### src/rtl/multi_sync_filter.sv
// multi_sync_filter: N-channel synchronizer, stability filter and edge-strobe generator
//   clk    in  1  single clock, all state on posedge
//   rst_n  in  1  synchronous active-low reset
//   din    in  N  asynchronous raw inputs
//   dout   out N  filtered, synchronized level
//   rise   out N  one-cycle strobe on dout 0->1
//   fall   out N  one-cycle strobe on dout 1->0
//   ready  out 1  high once the pipeline has flushed after reset
module multi_sync_filter #(
   parameter int unsigned N          = 4,
   parameter int unsigned STAGES     = 2,
   parameter int unsigned FILTER_CYC = 4,
   parameter bit          RST_VAL    = 1'b0
) (
   input  logic         clk,
   input  logic         rst_n,
   input  logic [N-1:0] din,
   output logic [N-1:0] dout,
   output logic [N-1:0] rise,
   output logic [N-1:0] fall,
   output logic         ready
);
   localparam int unsigned   CW    = (FILTER_CYC > 1) ? $clog2(FILTER_CYC) : 1;
   localparam int unsigned   FLUSH = STAGES + FILTER_CYC;
   localparam int unsigned   RW    = $clog2(FLUSH + 1);
   localparam logic [CW-1:0] LAST  = CW'(FILTER_CYC - 1);
   localparam logic [RW-1:0] RLAST = RW'(FLUSH - 1);

   if (STAGES < 2) begin : g_stages_chk
      $error("multi_sync_filter: STAGES must be >= 2");
   end

   (* ASYNC_REG = "TRUE" *) logic [N-1:0] sync_q [STAGES];
   logic [N-1:0]  s;
   logic [N-1:0]  diff;
   logic [N-1:0]  hit;
   logic [N-1:0]  dout_q, dout_d;
   logic [N-1:0]  rise_q, rise_d;
   logic [N-1:0]  fall_q, fall_d;
   logic [CW-1:0] cnt_q [N];
   logic [CW-1:0] cnt_d [N];
   logic [RW-1:0] rcnt_q;
   logic          ready_q;

   assign s    = sync_q[STAGES-1];
   assign diff = s ^ dout_q;

   // a channel accepts the new level once it has disagreed with dout for FILTER_CYC edges;
   // any agreeing edge drops the count back to zero
   always_comb begin
      hit = '0;
      for (int i = 0; i < N; i++) begin
         hit[i]   = diff[i] && (cnt_q[i] == LAST);
         cnt_d[i] = (diff[i] && !hit[i]) ? cnt_q[i] + 1'b1 : '0;
      end
   end

   assign dout_d = dout_q ^ hit;
   assign rise_d = hit & s;
   assign fall_d = hit & ~s;

   always_ff @(posedge clk) begin
      if (!rst_n) begin
         for (int k = 0; k < STAGES; k++) sync_q[k] <= {N{RST_VAL}};
         for (int i = 0; i < N; i++) cnt_q[i] <= '0;
         dout_q  <= {N{RST_VAL}};
         rise_q  <= '0;
         fall_q  <= '0;
         rcnt_q  <= '0;
         ready_q <= 1'b0;
      end else begin
         sync_q[0] <= din;
         for (int k = 1; k < STAGES; k++) sync_q[k] <= sync_q[k-1];
         cnt_q   <= cnt_d;
         dout_q  <= dout_d;
         rise_q  <= rise_d;
         fall_q  <= fall_d;
         // the flush counter freezes once ready is set, so it never wraps
         rcnt_q  <= ready_q ? rcnt_q : rcnt_q + 1'b1;
         ready_q <= ready_q | (rcnt_q == RLAST);
      end
   end

   assign dout  = dout_q;
   assign rise  = rise_q;
   assign fall  = fall_q;
   assign ready = ready_q;
endmodule
### config.mk
export PLATFORM = sky130hd
export DESIGN_NAME = multi_sync_filter
export DESIGN_NICKNAME = d
export VERILOG_FILES = /design/src/rtl/multi_sync_filter.sv
export SDC_FILE = /design/constraint.sdc
export NUM_CORES = 1
export LEC_CHECK = 0
export ABC_CLOCK_PERIOD_IN_PS = 1700
export BUFFER_PORTS_ARGS = -buffer_cell sky130_fd_sc_hd__buf_2
export CAP_MARGIN = 20
export CORE_MARGIN = 2
export CORE_UTILIZATION = 40
export CTS_CLUSTER_DIAMETER = 100
export CTS_CLUSTER_SIZE = 20
export DETAILED_ROUTE_END_ITERATION = 7
export HOLD_SLACK_MARGIN = 0.1
export PLACE_DENSITY_LB_ADDON = 0.15
export SYNTH_ARGS = -nofsm -noshare
export SYNTH_HDL_FRONTEND = slang
export SYNTH_SLANG_ARGS = --single-unit
export TNS_END_PERCENT = 30
### constraint.sdc
create_clock -name clk -period 1.7 [get_ports clk]
set_input_delay 0.085 -clock clk [delete_from_list [all_inputs] [get_ports clk]]
set_output_delay 0.085 -clock clk [all_outputs]
set_load 0.005 [all_outputs]
==> metrics.txt, run 1 <==
outcome completed; maximum number of pins on one net before global-route repair 30; final core utilization 0.498; number of cells produced by synthesis 93; Rows 19; worst path setup slack after routing approximately 0.54 ns; Die Footprint 3230 sq um; unique cell type count in the Yosys netlist 19; Setup TNS Final 0 ns; clock tree from TritonCTS yes; per-instance average area after synthesis around 12 sq um; total clock buffers created by CTS 5; Worst Hold Margin 0.196 ns; setup slack at placement about 0.56 ns; setup-violating endpoint count in the final report 0; clock latency reported for the late side of the worst-skew pair about 0.33 ns; DP HPWL around 1100 um; share of the yosys chip area belonging to registers 0.574; Primary FF master, synth dfxtp_1; area of the core approximately 2700 sq um; GRT Overall Usage 0.116; crit share post-route 0.682; vertical die dimension approximately 57 um; Register-to-Register Path Depth 4; class of the tightest hold or removal check input pin to flip-flop; number of nets with antenna violations after detailed routing 0; DRC Markers 0; worst-case vdd ir drop 0.000560 V; CTS H-tree lvls 2; via count of the first global-routing pass 607; quantity of I/O buffers inserted on ports 18; wire length after detailed routing ~1600 um; hold buffers post-CTS 4; launching element of the worst setup path rcnt_q[1]; reg2reg setup slack 0.54 ns; buffer depth of the longest clock path 2; remaining max-slew budget at the tightest pin 0.734; most numerous cell in the Yosys netlist dfxtp_1; Nets approximately 130; average routed wire per standard cell 10.5 um; number of warnings issued by yosys 0; Resized Gates After CTS 0; fraction of post-synthesis cell area in the top cell type by area 0.574; worst reg2reg startpoint rcnt_q[1]; critical path capture point rcnt_q[1]; total power divided by cell area 1040 nW/um^2; number of register bits inferred by synthesis 32; total standard cell area after synthesis roughly 1100 sq um; top cell types by occurrence after synthesis 32 x dfxtp_1, 9 x and2_1, 8 x nor3b_1; slew at the pin closest to its max-slew limit 0.399 ns; Num Clock Sinks 32; First-pass DRT Iterations 3; setup repair bufs after CTS 0; main area contributors after synthesis dfxtp_1 57%, ha_1 6.7%, nor3b_1 5.4%; leak pwr 0.000554 uW; largest fanout on the critical path 3; Synth async-reset ratio 0; Hold Violations, Final 0; horizontal extent of the die ~57 um; Filler Cell Count approximately 270; arrival time worst endpoint roughly 1.4 ns; final period demand of the worst path between 1 and 1.5 ns; clk slew on worst S/H paths 0.10 ns; antenna violations before repair 0; Synthesized Nets about 110; global-route wire length before repair between 2000 and 3000 um; total global routing overflow 0; count of final max-slew check failures 0; global placement routability congestion slightly above 0.6; Area growth syn-to-layout 21.0%; startpoint type of the worst setup path flip-flop; detailed-route vias per instance around 4.7; total design power ~1400 uW; critical path class flip-flop to flip-flop; number of DRC markers in iteration 0 17; end of the worst register-to-register path rcnt_q[1]; Post-synth EDFFs 0; Fmax between 800 and 900 MHz; effective utilization at floorplan 0.412; Clock Tree Root clkbuf_4; Max Clock Skew roughly 0.013 ns; fraction of final layout cells sized beyond drive strength 1 0.258; count of max-cap constraint violations 0; CP required approximately 2.0 ns; largest area contributor in the synthesized netlist dfxtp_1; number of vias in the routed layout between 700 and 800; count of cells along the worst hold path 3; crit end category flip-flop; antenna cells 0; I/O Pins 19; setup repair after global routing missed its margin no
-- worst max-delay path, cell delays in order (launching register included) --
cell and delay (ns):
dfxtp_1 0.36, inv_1 0.05, ha_1 0.26, or2_2 0.27, a21boi_0 0.16
-- cell usage in the layout, fill, tap and decap left out --
cell	Yosys	final
nand2_1	6	6
nor2b_1	5	5
nor4b_1	4	4
and2_1	9	9
dlygate4sd3_1	0	4
clkbuf_4	0	5
mux2i_1	4	4
clkinv_2	0	1
buf_2	2	18
clkinvlp_4	0	1
and2b_1	1	1
o21ai_0	1	1
or2_2	1	1
nor3b_1	8	8
dfxtp_1	32	32
a21oi_1	1	1
a21boi_0	1	1
bufinv_16	0	1
ha_1	6	6
inv_1	1	1
nand4bb_1	1	1
xnor2_1	5	5
and4bb_2	4	4
-- layout make-up --
type	count	area, sq um	area share
Clock inverter	3	42.5	0.0315
Timing Repair Buffer	22	130	0.0964
Inverter	1	3.75	0.00278
Multi-Input combinational cell	57	457	0.338
Clock buffer	5	37.5	0.0278
Sequential cell	32	641	0.475
Tap cell	31	38.8	0.0287
-- worst min-delay path by stage --
stage / start / end
5_1_grt: rst_n / rcnt_q[1]
3_3_place_gp: din[2] / sync_q[0][2]
4_1_cts: rst_n / rcnt_q[2]
2_1_floorplan: din[0] / sync_q[0][0]
6_report: rst_n / rcnt_q[2]
3_5_place_dp: din[0] / sync_q[0][0]
-- cells by family (layout without fill, tap and decap cells) --
logic type,Yosys count,in the layout,synth area share
xor+xnor,5,5,0.0392
fa+ha+maj,6,6,0.0673
mux,4,4,0.0359
compound gates,3,3,0.0157
flops,32,32,0.574
buf+inv,4,31,0.0168
simple gates,39,39,0.251
-- per-layer routing --
layer  wire [um]  vias to the layer above  track usage
met1         765                      317        0.121
met5           0                        -            0
met4          38                        0       0.0897
li1            -                      370            -
met3          96                        4       0.0783
met2         687                       15        0.161
-- metrics by stage --
| step | instances | area, sq um |
|---|---|---|
| 3_3_place_gp | 139 | 1230 |
| 4_1_cts | 151 | 1350 |
| 3_5_place_dp | 139 | 1230 |
| 5_1_grt | 151 | 1350 |
| 2_1_floorplan | 93 | 1120 |
| 6_report | 151 | 1350 |
-- power breakdown --
group / internal (uW) / total, uW / switching (uW)
sequential: 769 / 783 / 13.7
combinational: 36.1 / 58.1 / 22.0
clock: 306 / 563 / 256
total: 1110 / 1400 / 292
(Power assumes the default switching activity.)
==> run 2, diff against run 1 <==
--- a/config.mk
+++ b/config.mk
@@ -5,7 +5,7 @@
 export SDC_FILE = /design/constraint.sdc
 export NUM_CORES = 1
 export LEC_CHECK = 0
-export ABC_CLOCK_PERIOD_IN_PS = 1700
+export ABC_CLOCK_PERIOD_IN_PS = 960
 export BUFFER_PORTS_ARGS = -buffer_cell sky130_fd_sc_hd__buf_2
 export CAP_MARGIN = 20
 export CORE_MARGIN = 2
==> constraint.sdc (replaced) <==
create_clock -name clk -period 0.96 [get_ports clk]
set_input_delay 0.048 -clock clk [delete_from_list [all_inputs] [get_ports clk]]
set_output_delay 0.048 -clock clk [all_outputs]
set_load 0.005 [all_outputs]
==> metrics.txt, run 2 (synthesis gave the netlist of run 1 again) <==
outcome complete, but fails checks; violated checks negative setup slack; non-filler cells, final 155 (+2.6%); largest fanout on the critical path 3 (unchanged); I/O Pins 19 (unchanged); remaining max-slew budget at the tightest pin 0.753 (+0.0194); startpoint type of the worst setup path flip-flop; buffer depth of the longest clock path 2 (unchanged); slew at the pin closest to its max-slew limit 0.370 ns (-0.0291 ns); number of vias in the routed layout 732 (+3.7%); crit share post-route 1.02 (+0.341); Setup TNS Final -0.0221 ns (-0.0221 ns); worst path setup slack after routing -0.0221 ns (-0.563 ns); crit end category flip-flop; total power divided by cell area 1690 nW/um^2 (+63%); CP required 1.21 ns (-0.75 ns); fraction of final layout cells sized beyond drive strength 1 0.452 (+0.193); end of the worst register-to-register path rcnt_q[1]; reg2reg setup slack -0.02 ns (-0.56 ns); global placement routability congestion 0.625 (+2.4%); Num Clock Sinks 32 (unchanged); leak pwr 0.000574 uW (+3.7%); horizontal extent of the die 56.8 um (unchanged); detailed-route vias per instance 4.72 (+1.0%); Area growth syn-to-layout 33.4%; antenna cells 0 (unchanged); count of cells along the worst hold path 2 (-1); Nets 135 (+3.1%); global-route wire length before repair 2960 um (+12%); average routed wire per standard cell 10.6 um (+1.1%); dpl cells 143 (+2.9%); Hold Violations, Final 0 (unchanged); arrival time worst endpoint 1.23 ns (-0.19 ns); Clock Tree Root clkbuf_4; quantity of I/O buffers inserted on ports 18 (unchanged); number of DRC markers in iteration 0 13 (-4); Max Clock Skew 0.00865 ns (-0.00484 ns); setup-violating endpoint count in the final report 1 (+1); worst-case vdd ir drop 0.00122 V (+120%); total clock buffers created by CTS 5 (unchanged); setup repair after global routing missed its margin yes; via count of the first global-routing pass 687 (+13%); clk slew on worst S/H paths 0.10 ns (about the same); wire length after detailed routing 1650 um (+3.8%); number of nets with antenna violations after detailed routing 0 (unchanged); Min-Delay Startpoint rst_n; commonest cells after routing, fill and taps aside 22 x dfxtp_1, 17 x buf_2, 9 x and2_1, 9 x dfxtp_2, 6 x nand2_1; CTS H-tree lvls 2 (unchanged); total global routing overflow 0 (unchanged); worst reg2reg startpoint rcnt_q[0]; count of final max-slew check failures 0 (unchanged); Fmax 1020 MHz (+18%); final period demand of the worst path 0.982 ns (-0.177 ns); antenna violations before repair 0 (unchanged); GRT Overall Usage 0.124 (+0.00814); DRC Markers 0 (unchanged); Register-to-Register Path Depth 3 (-1); most common cell after layout, fill and taps aside dfxtp_1; area of the core 2710 sq um (unchanged); First-pass DRT Iterations 2 (-1); effective utilization at floorplan 0.412 (unchanged); Die Footprint 3230 sq um (unchanged); critical path class flip-flop to flip-flop; DP HPWL 1070 um (+2.1%); count of max-cap constraint violations 0 (unchanged); Rows 19 (unchanged); clock latency reported for the late side of the worst-skew pair 0.32 ns (about the same); clock tree from TritonCTS yes; vertical die dimension 56.8 um (unchanged); maximum number of pins on one net before global-route repair 28 (-6.7%); class of the tightest hold or removal check input pin to flip-flop
==> run 2: cell count changes in the layout (fill, tap and decap cells not counted), sizes merged <==
cell and delta:
buf +4, clkinvlp -1, clkbuf +1
==> run 2: critical path, stage by stage (launching register included) <==
cell      delay (ns)
dfxtp_4         0.37
ha_4            0.23
or2_4           0.21
a21boi_1        0.11
==> run 2: routing by layer <==
metal	track usage	up-vias	wire length, um
li1	-	375	-
met1	0.151	336	765
met2	0.176	17	759
met3	0.0484	4	89
met4	0.0897	0	33
met5	0	-	0
==> run 2: how the worst max path moves through the flow <==
stage | slack [ns] | cells after the start | start | to
6_report | -0.02 | 3 | rcnt_q[0] | rcnt_q[1]
3_3_place_gp | -0.02 | 4 | rcnt_q[1] | rcnt_q[1]
2_1_floorplan | -0.03 | 4 | rcnt_q[1] | rcnt_q[1]
4_1_cts | -0.06 | 4 | rcnt_q[1] | rcnt_q[1]
3_5_place_dp | -0.05 | 3 | rcnt_q[0] | rcnt_q[1]
5_1_grt | -0.06 | 3 | rcnt_q[0] | rcnt_q[1]
==> run 2: per-stage QoR <==
| stage | hold slack (ns) | total power [uW] | worst slack, ns | instance area (sq um) | util |
|---|---|---|---|---|---|
| finish | 0.157 | 2520 | -0.0221 | 1490 | 0.549 |
| global route | 0.180 | 2640 | -0.0606 | 1490 | 0.549 |
| CTS | 0.153 | 2550 | -0.0618 | 1410 | 0.521 |
| detailed placement | 0.258 | 1530 | -0.0520 | 1260 | 0.466 |
| global placement | 0.256 | 1530 | -0.0237 | 1260 | 0.466 |
| floorplan | 0.175 | 1490 | -0.0284 | 1120 | - |
==> run 2: power by group <==
part / internal, uW / switching, uW / total (uW)
logic: 92.4 / 48.3 / 141
clock network: 546 / 439 / 985
registers: 1360 / 28.7 / 1390
total: 2000 / 516 / 2520
==> run 2: cell type report <==
class | instances | area, sq um
tap | 31 | 38.8
clock inverter | 2 | 35.0
clock buffer | 6 | 41.3
sequential | 32 | 656
multi-input combinational | 57 | 544
timing repair buffer | 26 | 170
inverter | 1 | 3.75
fill | 272 | 1220
==> run 2: timing repair <==
item / CTS / global route
setup buffers: 0 / 0
pin swaps: 2 / 6
endpoints found under the hold margin: 4 / 0
resized for setup: 9 / 19
setup endpoints to repair: 9 / 23
hold buffers: 4 / 0
==> run 3, diff against run 2 <==
--- a/config.mk
+++ b/config.mk
@@ -15,6 +15,7 @@
 export DETAILED_ROUTE_END_ITERATION = 7
 export HOLD_SLACK_MARGIN = 0.1
 export PLACE_DENSITY_LB_ADDON = 0.15
+export RECOVER_POWER = 50
 export SYNTH_ARGS = -nofsm -noshare
 export SYNTH_HDL_FRONTEND = slang
 export SYNTH_SLANG_ARGS = --single-unit
==> metrics.txt, run 3 (synthesis gave the netlist of run 1 again) <==
via count of the first global-routing pass 687 (unchanged); antenna cells 0 (unchanged); slew at the pin closest to its max-slew limit 0.371 ns (+0.00106 ns); CP required 1.21 ns (about the same); wire length after detailed routing 1650 um (unchanged); count of final max-slew check failures 0 (unchanged); most common cell after layout, fill and taps aside dfxtp_1; effective utilization at floorplan 0.412 (unchanged); CTS H-tree lvls 2 (unchanged); critical path capture point rcnt_q[1]; Rows 19 (unchanged); Clock Tree Root clkbuf_4; outcome complete, but fails checks; reg2reg setup slack -0.02 ns (about the same); Area growth syn-to-layout 33.1%; Max Clock Skew 0.00865 ns (-0.0000000200 ns); commonest cells after routing, fill and taps aside 22 x dfxtp_1, 14 x buf_2, 9 x dfxtp_2, 7 x and2_1, 6 x nand2_1; maximum number of pins on one net before global-route repair 28 (unchanged); worst path setup slack after routing -0.0221 ns (unchanged); count of cells along the worst hold path 2 (unchanged); setup repair bufs after CTS 0 (unchanged); total power divided by cell area 1700 nW/um^2 (+0.22%); largest fanout on the critical path 3 (unchanged); Hold Violations, Final 0 (unchanged); remaining max-slew budget at the tightest pin 0.753 (about the same); setup repair after global routing missed its margin yes; total clock buffers created by CTS 5 (unchanged); GRT Overall Usage 0.124 (unchanged); leak pwr 0.000559 uW (-2.6%); DP HPWL 1070 um (unchanged); arrival time worst endpoint 1.23 ns (about the same); clock tree from TritonCTS yes; clk slew on worst S/H paths 0.10 ns (about the same); DRC Markers 0 (unchanged); total global routing overflow 0 (unchanged); Die Footprint 3230 sq um (unchanged); count of max-cap constraint violations 0 (unchanged); number of nets with antenna violations after detailed routing 0 (unchanged); class of the tightest hold or removal check input pin to flip-flop; startpoint type of the worst setup path flip-flop; crit end category flip-flop; final period demand of the worst path 0.982 ns (unchanged); I/O Pins 19 (unchanged); number of DRC markers in iteration 0 13 (unchanged); setup slack at placement -0.0520 ns (unchanged); worst reg2reg startpoint rcnt_q[0]; setup-violating endpoint count in the final report 1 (unchanged); critical path class flip-flop to flip-flop; Register-to-Register Path Depth 3 (unchanged); global-route wire length before repair 2960 um (unchanged); worst-case vdd ir drop 0.00122 V (unchanged); crit share post-route 1.02 (unchanged); Fmax 1020 MHz (unchanged); antenna violations before repair 0 (unchanged); buffer depth of the longest clock path 2 (unchanged); quantity of I/O buffers inserted on ports 18 (unchanged); Nets 135 (unchanged); average routed wire per standard cell 10.6 um (unchanged); fraction of final layout cells sized beyond drive strength 1 0.427 (-0.0242); Num Clock Sinks 32 (unchanged); Setup TNS Final -0.0221 ns (unchanged); area of the core 2710 sq um (unchanged); horizontal extent of the die 56.8 um (unchanged); end of the worst register-to-register path rcnt_q[1]; launching element of the worst setup path rcnt_q[0]; dpl cells 143 (unchanged); First-pass DRT Iterations 2 (unchanged); violated checks negative setup slack; vertical die dimension 56.8 um (unchanged); non-filler cells, final 155 (unchanged); global placement routability congestion 0.625 (unchanged); clock latency reported for the late side of the worst-skew pair 0.32 ns (about the same); number of vias in the routed layout 732 (unchanged); detailed-route vias per instance 4.72 (unchanged)
-- run 3: cell count changes in the layout (fill, tap and decap cells not counted) --
cell | previous run | this run
and2_0 | 0 | 2
and2_1 | 9 | 7
buf_1 | 0 | 1
buf_2 | 17 | 14
clkbuf_1 | 1 | 3
-- run 3: metal layers --
layer	track usage	wire, um	part of all wire
met4	0.0897	33	0.020
met3	0.0484	89	0.054
met5	0	0	0
met2	0.176	758	0.46
met1	0.151	765	0.46
-- run 3: per-stage QoR --
step                hold WS, ns   util  power, uW  instance area [sq um]
floorplan                 0.175      -       1490                   1120
global placement          0.256  0.466       1530                   1260
detailed placement        0.258  0.466       1530                   1260
CTS                       0.153  0.521       2550                   1410
global route              0.181  0.548       2640                   1490
finish                    0.158  0.548       2520                   1490
-- run 3: worst min-delay path by stage --
stage          startpoint      endpoint
2_1_floorplan      din[0]  sync_q[0][0]
3_3_place_gp       din[2]  sync_q[0][2]
3_5_place_dp       din[3]  sync_q[0][3]
4_1_cts             rst_n     flip-flop
5_1_grt             rst_n     flip-flop
6_report            rst_n     flip-flop
-- run 3: critical path, cell delays in order, from the launching register on --
cell and delay (ns):
dfxtp_4 0.37, ha_4 0.23, or2_4 0.21, a21boi_1 0.11
-- run 3: layout make-up --
cell class              count  area (sq um)
multi-input cells          57           544
clock buffers               6          41.3
flip-flops and latches     32           656
repair buffers             26           166
clock inverters             2          35.0
fillers                   268          1220
well taps                  31          38.8
inverters                   1          3.75
-- run 3: power by group --
part	internal [uW]	leakage, uW	switching (uW)
combinational	92.1	0.000252	48.3
clock	546	0.0000422	439
sequential	1360	0.000265	28.7
total	2000	0.000559	516
-- run 3: repair_timing --
action | in CTS | in global routing
hold buffers | 4 | 0
hold endpoints to repair | 4 | 0
gates resized for setup | 9 | 19
pin swaps | 2 | 6
setup endpoints to repair | 9 | 23
